$ cat config.mk
export PLATFORM = sky130hd
export DESIGN_NAME = reg_write_arbiter
export DESIGN_NICKNAME = d
export VERILOG_FILES = /design/src/rtl/reg_write_arbiter.sv
export SDC_FILE = /design/constraint.sdc
export NUM_CORES = 1
export LEC_CHECK = 0
export BUFFER_PORTS_ARGS = -buffer_cell sky130_fd_sc_hd__buf_4
export CAP_MARGIN = 20
export CORE_UTILIZATION = 35
export DETAILED_ROUTE_END_ITERATION = 8
export GPL_TIMING_DRIVEN = 0
export PLACE_DENSITY_LB_ADDON = 0.2
export SETUP_SLACK_MARGIN = 0.2
export SLEW_MARGIN = 20
export SYNTH_ARGS = -nofsm -noshare
export SYNTH_HDL_FRONTEND = slang
export SYNTH_SLANG_ARGS = --single-unit
$ cat constraint.sdc
create_clock -name clk -period 4.7 [get_ports clk]
set_clock_uncertainty 0.15 [all_clocks]
set_input_delay 0.235 -clock clk [delete_from_list [all_inputs] [get_ports clk]]
set_output_delay 0.235 -clock clk [all_outputs]
set_load 0.005 [all_outputs]
$ cat src/rtl/reg_write_arbiter.sv
`default_nettype none
// ============================================================================
//  Module      : reg_write_arbiter
//  Description : Round-robin arbiter sharing one N-bit register among M
//                requesters. It grants at most one requester per cycle and
//                loads that requester's data on the next rising edge. It also
//                records which requester made the last write.
//  Revision    : 1.0 - initial release
// ============================================================================
module reg_write_arbiter #(
  parameter int N    = 8,
  parameter int M    = 4,
  parameter int ID_W = $clog2(M)
) (
  input  logic              clk,
  input  logic              n_reset,
  input  logic [M-1:0]      req,
  input  logic [M*N-1:0]    wdata,
  output logic [M-1:0]      grant,
  output logic [N-1:0]      q,
  output logic              q_valid,
  output logic [ID_W-1:0]   last_id
);

  // Round-robin pointer: the requester that currently has the highest priority.
  // It always stays below M, including when M is not a power of two.
  logic [ID_W-1:0] r_ptr;

  // Index of the granted requester. It is only meaningful when w_any is high.
  logic [ID_W-1:0] w_gidx;
  logic            w_any;

  // Scan the requesters from ptr upward, wrapping modulo M.
  // The first active request wins. Reset forces the grant low.
  always_comb begin : p_grant
    int              idx;
    logic [ID_W-1:0] idx_w;
    grant  = '0;
    w_gidx = '0;
    w_any  = 1'b0;
    idx    = 0;
    idx_w  = '0;
    for (int off = 0; off < M; off++) begin
      idx = int'(r_ptr) + off;
      if (idx >= M) idx = idx - M;
      idx_w = ID_W'(idx);
      if (!w_any && req[idx_w]) begin
        w_any         = 1'b1;
        w_gidx        = idx_w;
        grant[idx_w]  = 1'b1;
      end
    end
    if (!n_reset) begin
      grant = '0;
      w_any = 1'b0;
    end
  end

  // Capture the granted requester's data and advance the pointer past it.
  // On an idle cycle, everything holds.
  always_ff @(posedge clk or negedge n_reset) begin
    if (!n_reset) begin
      q       <= '0;
      q_valid <= 1'b0;
      last_id <= '0;
      r_ptr   <= '0;
    end else if (w_any) begin
      q       <= wdata[w_gidx*N +: N];
      q_valid <= 1'b1;
      last_id <= w_gidx;
      // The wrap happens at M rather than at 2^ID_W.
      if (w_gidx == ID_W'(M - 1)) r_ptr <= '0;
      else                        r_ptr <= w_gidx + ID_W'(1);
    end
  end

endmodule
`default_nettype wire
# After elaboration in Yosys (flattened, before gate mapping)
# Index checks and enable logic that the tools add are counted.
# word_totals
ff_bits,13
output_inout_bits,15
# op_classes
addsub,8
magnitude_cmp,12
n_eq_ne,1
n_shift,1
n_mux,35
n_bitwise,3
reduce_logical,10
# ops
operator,count
32-bit by 6-bit indexed part select with 8-bit output,1
4-bit two-way mux,5
2-bit two-way mux,9
1-bit two-way mux,13
"2-bit by 3-bit < comparator with 1-bit output, second input constant",4
4-bit OR,3
"3-bit greater-or-equal comparator, second input constant",3
1-bit binary-select mux with 2-bit select,4
1-bit demux with 2-bit select,4
"2-bit by 1-bit greater-or-equal comparator with 1-bit output, second input constant",4
"2-bit by 1-bit subtractor with 2-bit output, second input constant",4
1-bit logical AND,7
"2-bit by 2-bit adder with 3-bit output, second input constant",2
"2-bit by 1-bit adder with 3-bit output, second input constant",1
"2-bit by 3-bit greater-or-equal comparator with 1-bit output, second input constant",1
1-bit zero test,3
"2-bit by 1-bit adder with 2-bit output, second input constant",1
"2-bit equality test, second input constant",1

# Logic depth before layout (Yosys ltp)
# Gate-level depths: netlist (run 1).
# logic_depth
word_depth,16
ltp_mapped,14
depth_no_buf,10

# Least setup slack after synthesis (run 1)
# No wires, ideal clock.
# synth_timing
kind,flip-flop to flip-flop
start,register r_ptr[0]
end,register r_ptr[0]
setup_time_ns,0.066
arrival_time_ns,2.867
required_ns,4.484
setup_slack_ns,1.617
path_stages_with_launch,15
path_cell_list,dfrtp_1 -> buf_6 -> clkinv_1 -> ha_1 -> buf_2 -> mux4_1 -> buf_4 -> nor2b_4 -> buf_6 -> or2_4 -> a21oi_4 -> inv_1 -> ha_1 -> o21ai_0 -> a22o_1
# synth_between
elab_chain_cells,16
word_cells_on_any_way,41
cone_classes,add/sub: 8; order compare: 4; eq/ne: 1; mux: 22; reduce/logical: 6
# synth_rtl
item,line,source
from (decl),27,logic [ID_W-1:0] r_ptr;
from (signal assigned),73,else r_ptr <= w_gidx + ID_W'(1);
"parallel branches: the longest is 13 deep, another holds 2-bit by 1-bit adder with 3-bit output",--,
2-bit two-way mux *,47,if (!w_any && req[idx_w]) begin
net w_gidx[0],30,logic [ID_W-1:0] w_gidx;
2-bit by 1-bit adder with 2-bit output / 2-bit equality test (equally long branches),"73, 72",
2-bit two-way mux *,72,if (w_gidx == ID_W'(M - 1)) r_ptr <= '0;
# Mark *: on every way through the listed nets, which the timed path passes. The select of a mux whose other input is x is not followed.
# A chain may end at the register's enable or synchronous reset.

# Worst setup path in the final report (run 1)
# layout_timing
start,register r_ptr[0]
end,output port grant[2]
# layout_between
elab_chain_cells,15
word_cells_on_any_way,60
cone_classes,add/sub: 7; order compare: 12; mux: 28; bitwise: 3; reduce/logical: 10
# layout_rtl
item,line,source
"parallel branches: the longest is 13 deep, another holds 2-bit by 1-bit adder with 3-bit output",--,
4-bit two-way mux *,47,
4-bit two-way mux *,53,if (!n_reset) begin
to (decl),19,"output logic [M-1:0] grant,"
# Mark *: on every way between the ends. The select of a mux whose other input is x is not followed.

==> results of run 1 <==
==> placed cells by master (no fill, tap or decap), types with 2 or more instances in the layout <==
cell | netlist | final
clkbuf_8 | 0 | 3
buf_6 | 2 | 2
dfrtp_1 | 13 | 13
o31ai_1 | 7 | 7
clkbuf_1 | 9 | 9
inv_1 | 6 | 6
nor3_1 | 4 | 4
a22oi_1 | 5 | 5
buf_2 | 2 | 2
a21oi_1 | 6 | 6
o22ai_1 | 5 | 5
a221oi_1 | 5 | 5
a311o_1 | 5 | 5
a21o_1 | 2 | 2
o221ai_1 | 6 | 6
o21ai_0 | 5 | 5
and4b_1 | 3 | 3
o31a_1 | 5 | 5
mux2i_1 | 4 | 4
o211ai_1 | 7 | 7
a211oi_1 | 3 | 3
ha_1 | 9 | 9
nand2b_1 | 2 | 2
nand3_1 | 5 | 5
nor2_1 | 14 | 14
buf_4 | 1 | 53
mux4_2 | 3 | 3
nand2_1 | 30 | 30
o41ai_1 | 2 | 2
==> cells by family after synthesis <==
kind of cell / count (synthesis) / share of synthesized area (%)
flops: 13 / 21.35
compound gates: 68 / 34.16
fa+ha+maj: 9 / 7.389
buf+inv: 22 / 6.814
mux: 9 / 9.524
simple gates: 64 / 20.20
xor+xnor: 1 / 0.5748
==> worst max-delay path, cell delays in order, from the launching register on <==
cell and delay [ns]:
dfrtp_1 0.50, buf_6 0.19, clkinv_1 0.30, ha_1 0.40, buf_2 0.22, mux4_1 0.30
buf_4 0.19, nor2b_4 0.11, buf_6 0.12, buf_2 0.21, a22oi_1 0.09, nor2_1 0.10
a221oi_1 0.06, nor2_1 0.13, buf_4 0.12
==> final cells by class <==
type | count | area (µm²)
fill | 402 | 2053
multi-input combinational | 151 | 1095
timing repair buffer | 53 | 400.4
sequential | 13 | 325.3
buffer | 15 | 77.57
tap | 50 | 62.56
clock buffer | 3 | 41.29
inverter | 7 | 26.28
clock inverter | 1 | 5.005
==> cells in the mapped netlist, types with 2 or more instances <==
library cell	number
o221ai_1	6
nand2_1	30
a21oi_1	6
a221oi_1	5
inv_1	6
a22oi_1	5
a21o_1	2
clkbuf_1	9
mux4_2	3
o31a_1	5
nor3_1	4
buf_6	2
nand3_1	5
nand2b_1	2
and4b_1	3
o21ai_0	5
buf_2	2
o22ai_1	5
ha_1	9
a311o_1	5
dfrtp_1	13
o41ai_1	2
mux2i_1	4
nor2_1	14
o31ai_1	7
a211oi_1	3
o211ai_1	7
==> state kept, by name, indices dropped and copies added (netlist names) <==
signal,flops
q,8
last_id,2
r_ptr,2
q_valid,1
==> metal layers <==
| layer | share of wire (%) | vias to the layer above | GRT usage (%) |
|---|---|---|---|
| met2 | 47 | 74 | 30.64 |
| met4 | 0.45 | 0 | 3.125 |
| met1 | 44 | 806 | 28.09 |
| met3 | 8.3 | 2 | 3.833 |
| met5 | 0 | - | 0 |
| li1 | - | 835 | - |
==> stage by stage <==
stage / utilization, % / instance area, µm² / std cells
after global placement: 48.38 / 1977 / 288
after global routing: 49.76 / 2033 / 293
after detailed placement: 48.38 / 1977 / 288
final: 49.76 / 2033 / 293
after CTS: 49.76 / 2033 / 293
after floorplan: - / 1524 / 186
==> power breakdown <==
part | switching, mW | total, mW | internal (mW) | leakage, nW
clock network | 0.0474 | 0.106 | 0.0587 | 0.0255
logic | 0.551 | 0.993 | 0.442 | 0.711
registers | 0.0476 | 0.213 | 0.165 | 0.153
total | 0.646 | 1.31 | 0.666 | 0.889
==> worst paths after layout <==
kind / end / depth (start not counted) / start / slack, ns
hold / removal: q[3] / 3 / wdata[19] / 0.17
min in group asynchronous: q[0] / 2 / n_reset / 0.25
setup reg to reg: r_ptr[0] / 11 / r_ptr[0] / 1.14
hold reg to reg: q_valid / 1 / q_valid / 0.31
setup / recovery: grant[2] / 14 / r_ptr[0] / 1.03
max in group asynchronous: r_ptr[0] / 2 / n_reset / 3.97
==> what timing repair did <==
action                                 CTS  global route
setup endpoints to repair                0             0
endpoints found under the hold margin   13             0
resized for setup                        0             0
hold buffers                             1             0
==> results.cfg, run 1 <==
[cts]
clk_latency_ns = 0.25
postCtsSetupRepairBufs = 0
cts_sinks = 13
cts_root_buf = clkbuf_8
clkTransAtPathRegs_ns = 0.06
cts_tree = done
cts_inserted_buffers = 3
h-tree-depth = 1
clockBufferDepth = 2

[grt]
grt_pass1_vias = 1466
grt_max_degree = 16
grt_use_total_pct = 19.61
antenna_found_initial = 0
grt_first_pass_wirelength_mm = 6.920
grt_overflow = 0

[die]
fp.dieH_um = 67.99
die_area_um2 = 4622
coreArea_um2 = 4086
rows = 23
start_util_pct = 37.29
dieWidth_um = 67.99
ioPinCount = 53

[synthesis]
ys_top_cells_by_area = dfrtp_1 21%, ha_1 7.4%, nand2_1 7.4%
syn_inst = 186
ys_warn_count = 0
ys_types = 44
syn-num-nets = 233
yosysTopAreaCellShare_pct = 21.35
ys_seq_area_share_pct = 21.35
syn_area_per_cell_um2 = 8.193
synth-edff-count = 0
netlist_area_um2 = 1524
synth_seq_cells = 13
yosysTopAreaCell = dfrtp_1
synth-main-ff-cell = dfrtp_1
ys_async_sr_fraction_pct = 100.0

[outcome]
outcome = complete, no violations

[timing]
whs_ns = 0.1681
hold_violations = 0
setup_viol = 0
grt_setup_unrepaired = false
slew_headroom_pct = 28.86
finalCritPeriodShare_pct = 78.04
max_freq_ghz = 0.2727
worst_pin_slew_ns = 1.053
fin_crit_ns = 3.668
setup_ws_ns = 1.032
drv_slew = 0
fin_setup_tns_ns = 0

[routing]
wl_per_cell_um = 15.06
viasPerCell = 5.860
initialDrtViolationCount = 119
route.detailed.drc = 0
dr_total_vias = 1717
first_pass_iters = 4
ant_nets = 0
totalWireLength_mm = 4.412

[run]
maxCapViolCount = 0

[placed_design]
portBuffers = 52
place_congestion = 0.8496
place_ws_ns = 1.161
dp.final_hpwl_mm = 3.367

[power]
report.power.total_mw = 1.312
cellLeakagePower_nw = 0.8894
p_per_area_nw_per_um2 = 645.2
max-vdd-ir-drop_uv = 263.6

[setup_path]
worst_ep_arrival_time_ns = 3.28
end_kind = output pin
worst_setup_path_start_kind = flip-flop
critPathKind = flip-flop to output pin
worst-path-max-fanout = 11
cp.required_ns = 4.32

[cells_and_area]
n_antenna_cell = 0
area_growth_pct = 33.42
nNetsFinal = 291
drive_above_1_share_pct = 27.98

[hold_path]
min_path_type = input port to flip-flop
Power figures use the tool's default switching activity.
==> inputs of run 2 (changes only) <==
--- a/config.mk
+++ b/config.mk
@@ -5,6 +5,7 @@
 export SDC_FILE = /design/constraint.sdc
 export NUM_CORES = 1
 export LEC_CHECK = 0
+export ABC_AREA = 1
 export BUFFER_PORTS_ARGS = -buffer_cell sky130_fd_sc_hd__buf_4
 export CAP_MARGIN = 20
 export CORE_UTILIZATION = 35
==> constraint.sdc (replaced) <==
create_clock -name clk -period 3.7 [get_ports clk]
set_clock_uncertainty 0.15 [all_clocks]
set_input_delay 0.185 -clock clk [delete_from_list [all_inputs] [get_ports clk]]
set_output_delay 0.185 -clock clk [all_outputs]
set_load 0.005 [all_outputs]
==> results.cfg, run 2 <==
[routing]
dr_total_vias = 1520
totalWireLength_mm = 3.556
wl_per_cell_um = 10.91
ant_nets = 0
viasPerCell = 4.663
first_pass_iters = 4
initialDrtViolationCount = 71
route.detailed.drc = 0

[cells_and_area]
regMostFlops = q
mostFrequentLayoutCells = 63 x nand2_1, 53 x buf_4, 41 x inv_1, 29 x nand3_1, 13 x dfrtp_1
n_antenna_cell = 0
area_growth_pct = 35.35
final_common_cell = nand2_1
largest_reg_flops = 8
largest_registers = q (8), last_id (2), r_ptr (2)
drive_above_1_share_pct = 32.01
nNetsFinal = 326
post-route-cell-area_um2 = 1936
post-route-util_pct = 50.96

[grt]
antenna_found_initial = 0
grt_use_total_pct = 17.14
grt_max_degree = 19
grt_overflow = 0
grt_first_pass_wirelength_mm = 5.816
grt_pass1_vias = 1347

[power]
max-vdd-ir-drop_uv = 417.8
report.power.total_mw = 1.809
p_per_area_nw_per_um2 = 934.8
cellLeakagePower_nw = 1.115

[placed_design]
place_area_um2 = 1881
dp.final_hpwl_mm = 2.761
place_congestion = 0.9211
portBuffers = 52

[timing]
fin_setup_tns_ns = 0
max_freq_ghz = 0.3618
finalCritPeriodShare_pct = 74.69
fin_crit_ns = 2.764
worst_pin_slew_ns = 0.2917
grt_setup_unrepaired = false
slew_headroom_pct = 80.55
setup_viol = 0
hold_violations = 0
drv_slew = 0

[synthesis]
ys_async_sr_fraction_pct = 100.0
post-synth-top-count-cell = nand2_1
synth_seq_cells = 13
netlist_area_um2 = 1430
synth-edff-count = 0
syn_inst = 221
synth-main-ff-cell = dfrtp_1
ys_types = 27
synth_commonest_cells = 63 x nand2_1, 41 x inv_1, 29 x nand3_1
syn_area_per_cell_um2 = 6.471
ys_warn_count = 0
ys_top_cells_by_area = dfrtp_1 23%, nand2_1 17%, inv_1 11%
syn-num-nets = 268
ys_seq_area_share_pct = 22.75
yosysTopAreaCell = dfrtp_1
yosysTopAreaCellShare_pct = 22.75

[die]
ioPinCount = 53
fp.dieH_um = 65.92
dieWidth_um = 65.92
die_area_um2 = 4345
rows = 22
start_util_pct = 37.65
coreArea_um2 = 3799

[setup_path]
worst_ep_arrival_time_ns = 2.74
slowest_stage = dfrtp_1
worst-path-max-fanout = 10
ff2ff_setup_slack_ns = 0.94
crit_chain = inv_1, ha_1, inv_1, nand3_1, nand2_1, a21oi_1, nand2_2, nand3_4, buf_6, inv_2, ha_1, nand2_1, o21ai_0
r2r_cells = 13
end_kind = flip-flop
cp.required_ns = 3.67
worst_setup_path_start_kind = flip-flop
critPathKind = flip-flop to flip-flop
slowest_delay_ns = 0.51

[hold_path]
hold_depth = 5
min_path_type = input port to flip-flop

[cts]
postCtsSetupRepairBufs = 0
cts_sinks = 13
clockBufferDepth = 2
h-tree-depth = 1
cts_root_buf = clkbuf_8
cts.repair.resized = 0
clk_latency_ns = 0.25
cts_tree = done
clkTransAtPathRegs_ns = 0.06
cts_inserted_buffers = 3

[outcome]
outcome = complete, no violations

[run]
maxCapViolCount = 0
run 2: cell count changes after synthesis, moves of 5 or more:
cell | before | now
nand3_1 | 5 | 29
nor2_1 | 14 | 5
o221ai_1 | 6 | 1
nand2_1 | 30 | 63
o31ai_1 | 7 | 0
a221oi_1 | 5 | 0
a311o_1 | 5 | 0
inv_1 | 6 | 41
o31a_1 | 5 | 0
nand2_2 | 0 | 9
or2_2 | 0 | 6
o211ai_1 | 7 | 0
nand4_1 | 0 | 8
clkbuf_1 | 9 | 0
run 2: through the flow:
step           worst slack, ns  instances  hold WS (ns)
2_1_floorplan            1.307        221       -0.2606
3_3_place_gp            0.8795        321      -0.08778
3_5_place_dp            0.9330        321      -0.08692
4_1_cts                 0.9151        326       0.09991
5_1_grt                 0.6513        326        0.1267
6_report                0.9364        326        0.1013
run 2: report_power, final:
group          internal (mW)  total, mW  switching, mW
Combinational          0.563       1.41          0.844
Clock                 0.0762      0.131         0.0546
Sequential             0.215      0.271         0.0561
run 2: repair_timing:
item,in CTS,in global routing
endpoints found under the hold margin,13,0
hold buffers,1,0
endpoints found under the setup margin,0,0
run 2: layer usage:
layer | GRT usage [%] | vias up | share of wire [%]
met5 | 0 | - | 0
met4 | 5.707 | 0 | 1.3
met3 | 3.276 | 7 | 5.2
met2 | 27.30 | 41 | 45
met1 | 22.95 | 664 | 48
li1 | - | 808 | -
run 2: final cells by class:
class / instances / area [µm²]
plain buffers: 4 / 41.29
repair buffers: 53 / 400.4
flip-flops and latches: 13 / 325.3
well taps: 48 / 60.06
clock buffers: 4 / 45.04
fillers: 394 / 1863
inverters: 46 / 180.2
multi-input cells: 158 / 883.3
run 2: kinds of logic after synthesis:
| group | Yosys count | synth area share (%) |
|---|---|---|
| AND/OR/NAND/NOR | 132 | 46.81 |
| buffers and inverters | 50 | 15.49 |
| AO/OA/AOI/OAI | 17 | 7.088 |
| flip-flops | 13 | 22.75 |
| adder cells (fa/ha/maj) | 9 | 7.874 |
run 2: path summary, 6_finish.rpt:
path                           from        to
hold reg to reg                q[1]      q[1]
setup reg to reg           r_ptr[1]  r_ptr[1]
hold / removal             wdata[4]      q[4]
max in group asynchronous   n_reset      q[0]
setup / recovery           r_ptr[1]  r_ptr[1]
min in group asynchronous   n_reset  r_ptr[0]
run 2: worst max-delay path, delay by kind of cell, from the launching register on:
family | cells | cell delay, ns
buffers and inverters | 4 | 0.52
AO/OA/AOI/OAI | 2 | 0.25
flip-flops | 1 | 0.51
AND/OR/NAND/NOR | 5 | 0.53
adder cells (fa/ha/maj) | 2 | 0.67
